$ cat src/rtl/ifetch_responder.sv
// Memory-side fetch responder: window-checks PC requests, issues one read to a
// fixed-latency instruction memory, and serves repeats from a one-entry buffer.
module ifetch_responder #(
    parameter logic [31:0] ADDR_LO     = 32'd212,
    parameter logic [31:0] ADDR_HI     = 32'd255,
    parameter int unsigned MEM_LATENCY = 3,
    parameter int unsigned MEM_AW      = 8,
    parameter logic [31:0] NOP_WORD    = 32'h0000_0000
) (
    input  logic              clk,
    input  logic              reset_n,
    input  logic              req,
    input  logic [31:0]       addr_in,
    input  logic              flush,
    output logic              mem_en,
    output logic [MEM_AW-1:0] mem_addr,
    input  logic [31:0]       mem_rdata,
    output logic [31:0]       instr,
    output logic              instr_valid,
    output logic              stall,
    output logic              fault
);

    localparam int unsigned CNT_W  = 4;
    localparam logic [0:0]  S_IDLE = 1'b0;
    localparam logic [0:0]  S_BUSY = 1'b1;

    logic [0:0]        state_q, state_d;
    logic [CNT_W-1:0]  cnt_q, cnt_d;
    logic              mem_en_q, mem_en_d;
    logic [MEM_AW-1:0] mem_addr_q, mem_addr_d;
    logic [31:0]       addr_q, addr_d;
    logic [31:0]       instr_q, instr_d;
    logic              instr_valid_q, instr_valid_d;
    logic              stall_q, stall_d;
    logic              fault_q, fault_d;
    logic              buf_valid_q, buf_valid_d;
    logic [31:0]       buf_addr_q, buf_addr_d;
    logic [31:0]       buf_data_q, buf_data_d;
    logic              in_window_c;
    logic              buf_hit_c;

    assign in_window_c = (addr_in >= ADDR_LO) && (addr_in <= ADDR_HI);
    assign buf_hit_c   = buf_valid_q && (addr_in == buf_addr_q);

    // Next-state and registered-output logic; pulses default low every cycle.
    always_comb begin
        state_d       = state_q;
        cnt_d         = cnt_q;
        mem_en_d      = 1'b0;
        mem_addr_d    = mem_addr_q;
        addr_d        = addr_q;
        instr_d       = instr_q;
        instr_valid_d = 1'b0;
        stall_d       = stall_q;
        fault_d       = 1'b0;
        buf_valid_d   = buf_valid_q;
        buf_addr_d    = buf_addr_q;
        buf_data_d    = buf_data_q;

        case (state_q)
            S_IDLE: begin
                stall_d = 1'b0;
                // A flush on the same edge drops the request entirely.
                if (req && !flush) begin
                    if (!in_window_c) begin
                        fault_d = 1'b1;
                        instr_d = NOP_WORD;
                    end else if (buf_hit_c) begin
                        instr_d       = buf_data_q;
                        instr_valid_d = 1'b1;
                    end else begin
                        state_d    = S_BUSY;
                        mem_en_d   = 1'b1;
                        mem_addr_d = addr_in[MEM_AW-1:0];
                        addr_d     = addr_in;
                        stall_d    = 1'b1;
                        cnt_d      = CNT_W'(MEM_LATENCY);
                    end
                end
            end
            S_BUSY: begin
                if (flush) begin
                    state_d = S_IDLE;
                    stall_d = 1'b0;
                    cnt_d   = '0;
                end else if (cnt_q == CNT_W'(1)) begin
                    state_d       = S_IDLE;
                    stall_d       = 1'b0;
                    cnt_d         = '0;
                    instr_d       = mem_rdata;
                    instr_valid_d = 1'b1;
                    buf_valid_d   = 1'b1;
                    buf_addr_d    = addr_q;
                    buf_data_d    = mem_rdata;
                end else begin
                    cnt_d = cnt_q - CNT_W'(1);
                end
            end
            default: begin
                state_d = S_IDLE;
                stall_d = 1'b0;
                cnt_d   = '0;
            end
        endcase
    end

    always_ff @(posedge clk or negedge reset_n) begin
        if (!reset_n) begin
            state_q       <= S_IDLE;
            cnt_q         <= '0;
            mem_en_q      <= 1'b0;
            mem_addr_q    <= '0;
            addr_q        <= '0;
            instr_q       <= '0;
            instr_valid_q <= 1'b0;
            stall_q       <= 1'b0;
            fault_q       <= 1'b0;
            buf_valid_q   <= 1'b0;
            buf_addr_q    <= '0;
            buf_data_q    <= '0;
        end else begin
            state_q       <= state_d;
            cnt_q         <= cnt_d;
            mem_en_q      <= mem_en_d;
            mem_addr_q    <= mem_addr_d;
            addr_q        <= addr_d;
            instr_q       <= instr_d;
            instr_valid_q <= instr_valid_d;
            stall_q       <= stall_d;
            fault_q       <= fault_d;
            buf_valid_q   <= buf_valid_d;
            buf_addr_q    <= buf_addr_d;
            buf_data_q    <= buf_data_d;
        end
    end

    assign mem_en      = mem_en_q;
    assign mem_addr    = mem_addr_q;
    assign instr       = instr_q;
    assign instr_valid = instr_valid_q;
    assign stall       = stall_q;
    assign fault       = fault_q;

endmodule

$ cat config.mk
export PLATFORM = sky130hd
export DESIGN_NAME = ifetch_responder
export DESIGN_NICKNAME = d
export VERILOG_FILES = /design/src/rtl/ifetch_responder.sv
export SDC_FILE = /design/constraint.sdc
export NUM_CORES = 1
export LEC_CHECK = 0
export CORE_ASPECT_RATIO = 0.9
export CORE_MARGIN = 10
export CORE_UTILIZATION = 40
export DETAILED_ROUTE_END_ITERATION = 16
export PLACE_DENSITY = 0.77
export SLEW_MARGIN = 20
export SYNTH_ARGS = -nofsm -noshare
export SYNTH_HDL_FRONTEND = slang
export SYNTH_SLANG_ARGS = --single-unit
$ cat constraint.sdc
create_clock -name clk -period 2.6 [get_ports clk]
set_input_delay 0.78 -clock clk [delete_from_list [all_inputs] [get_ports clk]]
set_output_delay 0.78 -clock clk [all_outputs]
set_load 0.005 [all_outputs]
==> flow_summary_export.csv, run 1 <==
group,metric,value,unit
timing,report.final.slew_viol_count,0,
route,dr.pass1.iters,4,
route,wl_met1,6350,µm
clocking,clock-sinks,138,
worst_setup_path,critPathKind,"primary input to flip-flop",
global_routing,gr-usage-all-layers,0.154,
placement,io_buffers,111,
worst_setup_path,reg2reg_from,"buf_addr_q[16]$_DFFE_PN0P_",
route,routed_wirelength,14900,µm
die,dieArea,20100,µm²
worst_setup_path,cp.required,2900,ps
logic_synthesis,synth_compound_area_frac,0.0662,
die,die_height,136,µm
placement,dp.cells,734,
worst_setup_path,crit_fanout,7,
worst_setup_path,crit_chain,"buf_6 > xnor2_2 > nand4_1 > or4_4 > or4_4 > o211ai_4 > buf_6 > clkbuf_16 > mux2_4",
timing,setup_violations,54,
timing,slew_headroom,0.672,
logic_synthesis,synthXorXnorAreaFrac,0.0472,
route,first_iter_violations,151,
global_routing,grt_pass1_vias,4540,
route,wl_met2,7460,µm
die,io_pins,112,
layout,fin_cells,785,
layout,diodes,0,
global_routing,antenna_found_initial,0,
clocking,cts_buffer_depth,2,
die,core_area,14600,µm²
clocking,cts_buffers,17,
route,routed.top_layer,"met4",
layout,final_util,0.585,
worst_setup_path,startpoint,"addr_in[2]",
clocking,h-tree-depth,4,
placement,hpwl,10000,µm
layout,nFillCells,1142,
worst_setup_path,crit_slowest_cell,"or4_4",
logic_synthesis,synth-simple-area-share,0.0711,
job,drv_cap,0,
logic_synthesis,netlist_area,5930,µm²
logic_synthesis,synth_top_family_by_area,"multiplexers",
worst_setup_path,start_kind,"primary input",
die,die_w,148,µm
logic_synthesis,yosys.area_share.adder,0.00422,
layout,drive_above_1_share,0.407,
timing,rsz0062_at_grt,"yes",
timing,period_needed,2810,ps
placement,gp_congestion,0.789,
route,wire_per_inst,18.9,µm
global_routing,grt_pass1_wl,24400,µm
logic_synthesis,syn_avg_cell_area,14.0,µm²
layout,syn_to_final_growth,43.9,%
power_and_ir_drop,p_per_area,593,nW/µm²
timing,post-route-period-util,1.08,
worst_setup_path,end_kind,"flip-flop",
route,avgViaCountPerCell,5.03,
logic_synthesis,synth_seq_cells,138,
worst_hold_path,worstHoldPathType,"primary input to asynchronous set/reset pin",
worst_setup_path,r2r_end,"instr[16]$_DFFE_PN0P_",
clocking,path_clk_slew,60,ps
run_status,status,"complete, but fails checks",
layout,finalInstanceArea,8540,µm²
die,start_util,0.406,
clocking,clock-root-buffer,"clkbuf_16",
global_routing,grt-ovfl-total,0,
timing,max_clock_freq,356,MHz
route,met3_length,751,µm
placement,post_dp_cell_area,7500,µm²
timing,worst_pin_slew,492,ps
logic_synthesis,syn_inst,423,
logic_synthesis,syn_nets,493,
logic_synthesis,ys_types,38,
route,drc,0,
power_and_ir_drop,ir_drop,0.000445,V
logic_synthesis,muxShareOfSynthArea,0.195,
logic_synthesis,synth_warnings,0,
layout,fin_nets,644,
timing,hold_viol,0,
worst_setup_path,rrSetupSlack,-190,ps
power_and_ir_drop,p_leak,4.23,nW
run_status,violations,"negative setup slack",
route,drtAntennaViolNets,0,
worst_setup_path,crit_path_max_incr_delay,580,ps
worst_setup_path,cp.arrival,3110,ps
die,fp-row-count,42,
layout,multiInputGateArea,2600,µm²
layout,register_area,3450,µm²
logic_synthesis,ys_seq_area_frac,0.582,
clocking,insertion_delay,420,ps
worst_setup_path,cp-endpoint,"instr[16]$_DFFE_PN0P_",
worst_setup_path,reg2reg_depth,8,
clocking,cts_tree,"yes",
power_and_ir_drop,total_power,5.07,mW
timing,finClkSkew,5.60,ps
timing,worst_slack,-212,ps
route,via_count,3945,
global_routing,grt_max_degree,57,
placed cells by master (no fill, tap or decap), types with 5 or more instances in the layout:
cell type / synthesis / layout
dfrtp_1: 138 / 138
clkdlybuf4s50_1: 0 / 79
mux2_2: 97 / 67
buf_4: 8 / 37
mux2_4: 3 / 35
a22o_1: 32 / 32
clkbuf_16: 0 / 19
xor2_1: 16 / 13
clkbuf_2: 0 / 12
nor2b_1: 18 / 11
xnor2_1: 16 / 8
xnor2_2: 0 / 8
buf_6: 5 / 8
and2b_1: 7 / 7
clkdlybuf4s15_1: 0 / 6
buf_12: 0 / 6
inv_1: 5 / 5
nor4_2: 0 / 5
nor2b_2: 0 / 5
bufinv_16: 0 / 5
clkinv_2: 0 / 5
state kept, by name (all words and copies together) (netlist names):
name	flops
buf_addr_q	32
buf_data_q	32
instr	32
addr_q	25
mem_addr	7
cnt_q	4
buf_valid_q	1
fault	1
instr_valid	1
mem_en	1
stall	1
state_q	1
cells in the mapped netlist, drive strengths merged:
cell type	count	area, µm²
clkbuf	13	48.8
a211oi	1	7.51
buf	17	134
xnor2	16	140
nor4b	2	17.5
nand2b	2	12.5
and2b	7	52.6
mux2	102	1160
nand3	2	10.0
ha	2	25.0
or4	3	22.5
or2	3	18.8
nor4	9	56.3
or3b	1	8.76
o211ai	1	21.3
a21o	2	15.0
xor2	16	140
o21a	1	7.51
o22ai	1	6.26
nor2b	19	126
nand2	6	22.5
a21oi	3	15.0
dfrtp	138	3450
a22o	32	280
nor3b	4	30.0
o31ai	1	7.51
nand4	4	25.0
a211o	2	17.5
inv	5	18.8
nor2	5	18.8
o21ai	3	15.0
stage by stage:
stage               hold slack (ps)  setup TNS [ps]  worst slack, ps
finish                          307           -7040             -212
detailed placement              461          -66250            -1070
global route                    329           -9500             -246
floorplan                       435          -10810             -309
CTS                             315          -10250             -261
global placement                458          -61280             -993
kinds of logic after synthesis:
kind of cell / after synthesis
AO/OA/AOI/OAI: 47
XOR/XNOR: 32
adder cells (fa/ha/maj): 2
buffers and inverters: 35
flip-flops: 138
multiplexers: 102
AND/OR/NAND/NOR: 67
area by class of cell:
| class | instances | area share |
|---|---|---|
| tap | 198 | 0.0290 |
| clock buffer | 19 | 0.0530 |
| clock inverter | 13 | 0.0231 |
| sequential | 138 | 0.404 |
| timing repair buffer | 161 | 0.184 |
| inverter | 5 | 0.00220 |
| multi-input combinational | 251 | 0.304 |
power breakdown:
part           leakage (nW)  total [mW]  switching (mW)  internal, mW
registers              1.93        2.15        0.000559          2.15
logic                  1.98       0.278           0.130         0.148
clock network         0.315        2.64           0.897          1.74
total                  4.23        5.07            1.03          4.04
what timing repair did:
| action | CTS | global route |
|---|---|---|
| buffers inserted | 15 | 2 |
| pin swaps | 19 | 32 |
| hold buffers | 0 | 0 |
| cloned | 3 | 2 |
| setup endpoints to repair | 70 | 71 |
| resized for setup | 83 | 62 |
worst min path at each step:
| stage | cells past startpoint | from | end | slack (ps) |
|---|---|---|---|---|
| 6_report | 1 | reset_n | buf_addr_q[19]$_DFFE_PN0P_ | 310 |
| 5_1_grt | 1 | reset_n | buf_addr_q[22]$_DFFE_PN0P_ | 330 |
| 4_1_cts | 1 | reset_n | buf_addr_q[18]$_DFFE_PN0P_ | 310 |
| 3_5_place_dp | 1 | buf_valid_q$_DFFE_PN0P_ | buf_valid_q$_DFFE_PN0P_ | 460 |
| 3_3_place_gp | 1 | buf_valid_q$_DFFE_PN0P_ | buf_valid_q$_DFFE_PN0P_ | 460 |
| 2_1_floorplan | 1 | buf_valid_q$_DFFE_PN0P_ | buf_valid_q$_DFFE_PN0P_ | 430 |
per-layer routing:
layer,up-vias,track usage
met4,0,0.0655
met3,24,0.0441
met5,-,0
met2,98,0.254
li1,1804,-
met1,2019,0.187
worst max-delay path, delay by kind of cell:
kind | cells | cell delay (ps)
compound gates | 1 | 220
xor+xnor | 1 | 140
buf+inv | 3 | 450
mux | 1 | 300
simple gates | 3 | 1210
Note: power is estimated with default switching activity, not from simulation.
==> run 2, diff against run 1 <==
Settings changed: SLEW_MARGIN 20 to default.
==> results of run 2 <==
Final layout, timing and power as in run 1 (identical DEF).
==> run 3, diff against run 2 <==
Settings changed: CAP_MARGIN from default to 10.
==> results of run 3 <==
Final layout, timing and power as in run 1 (identical DEF).
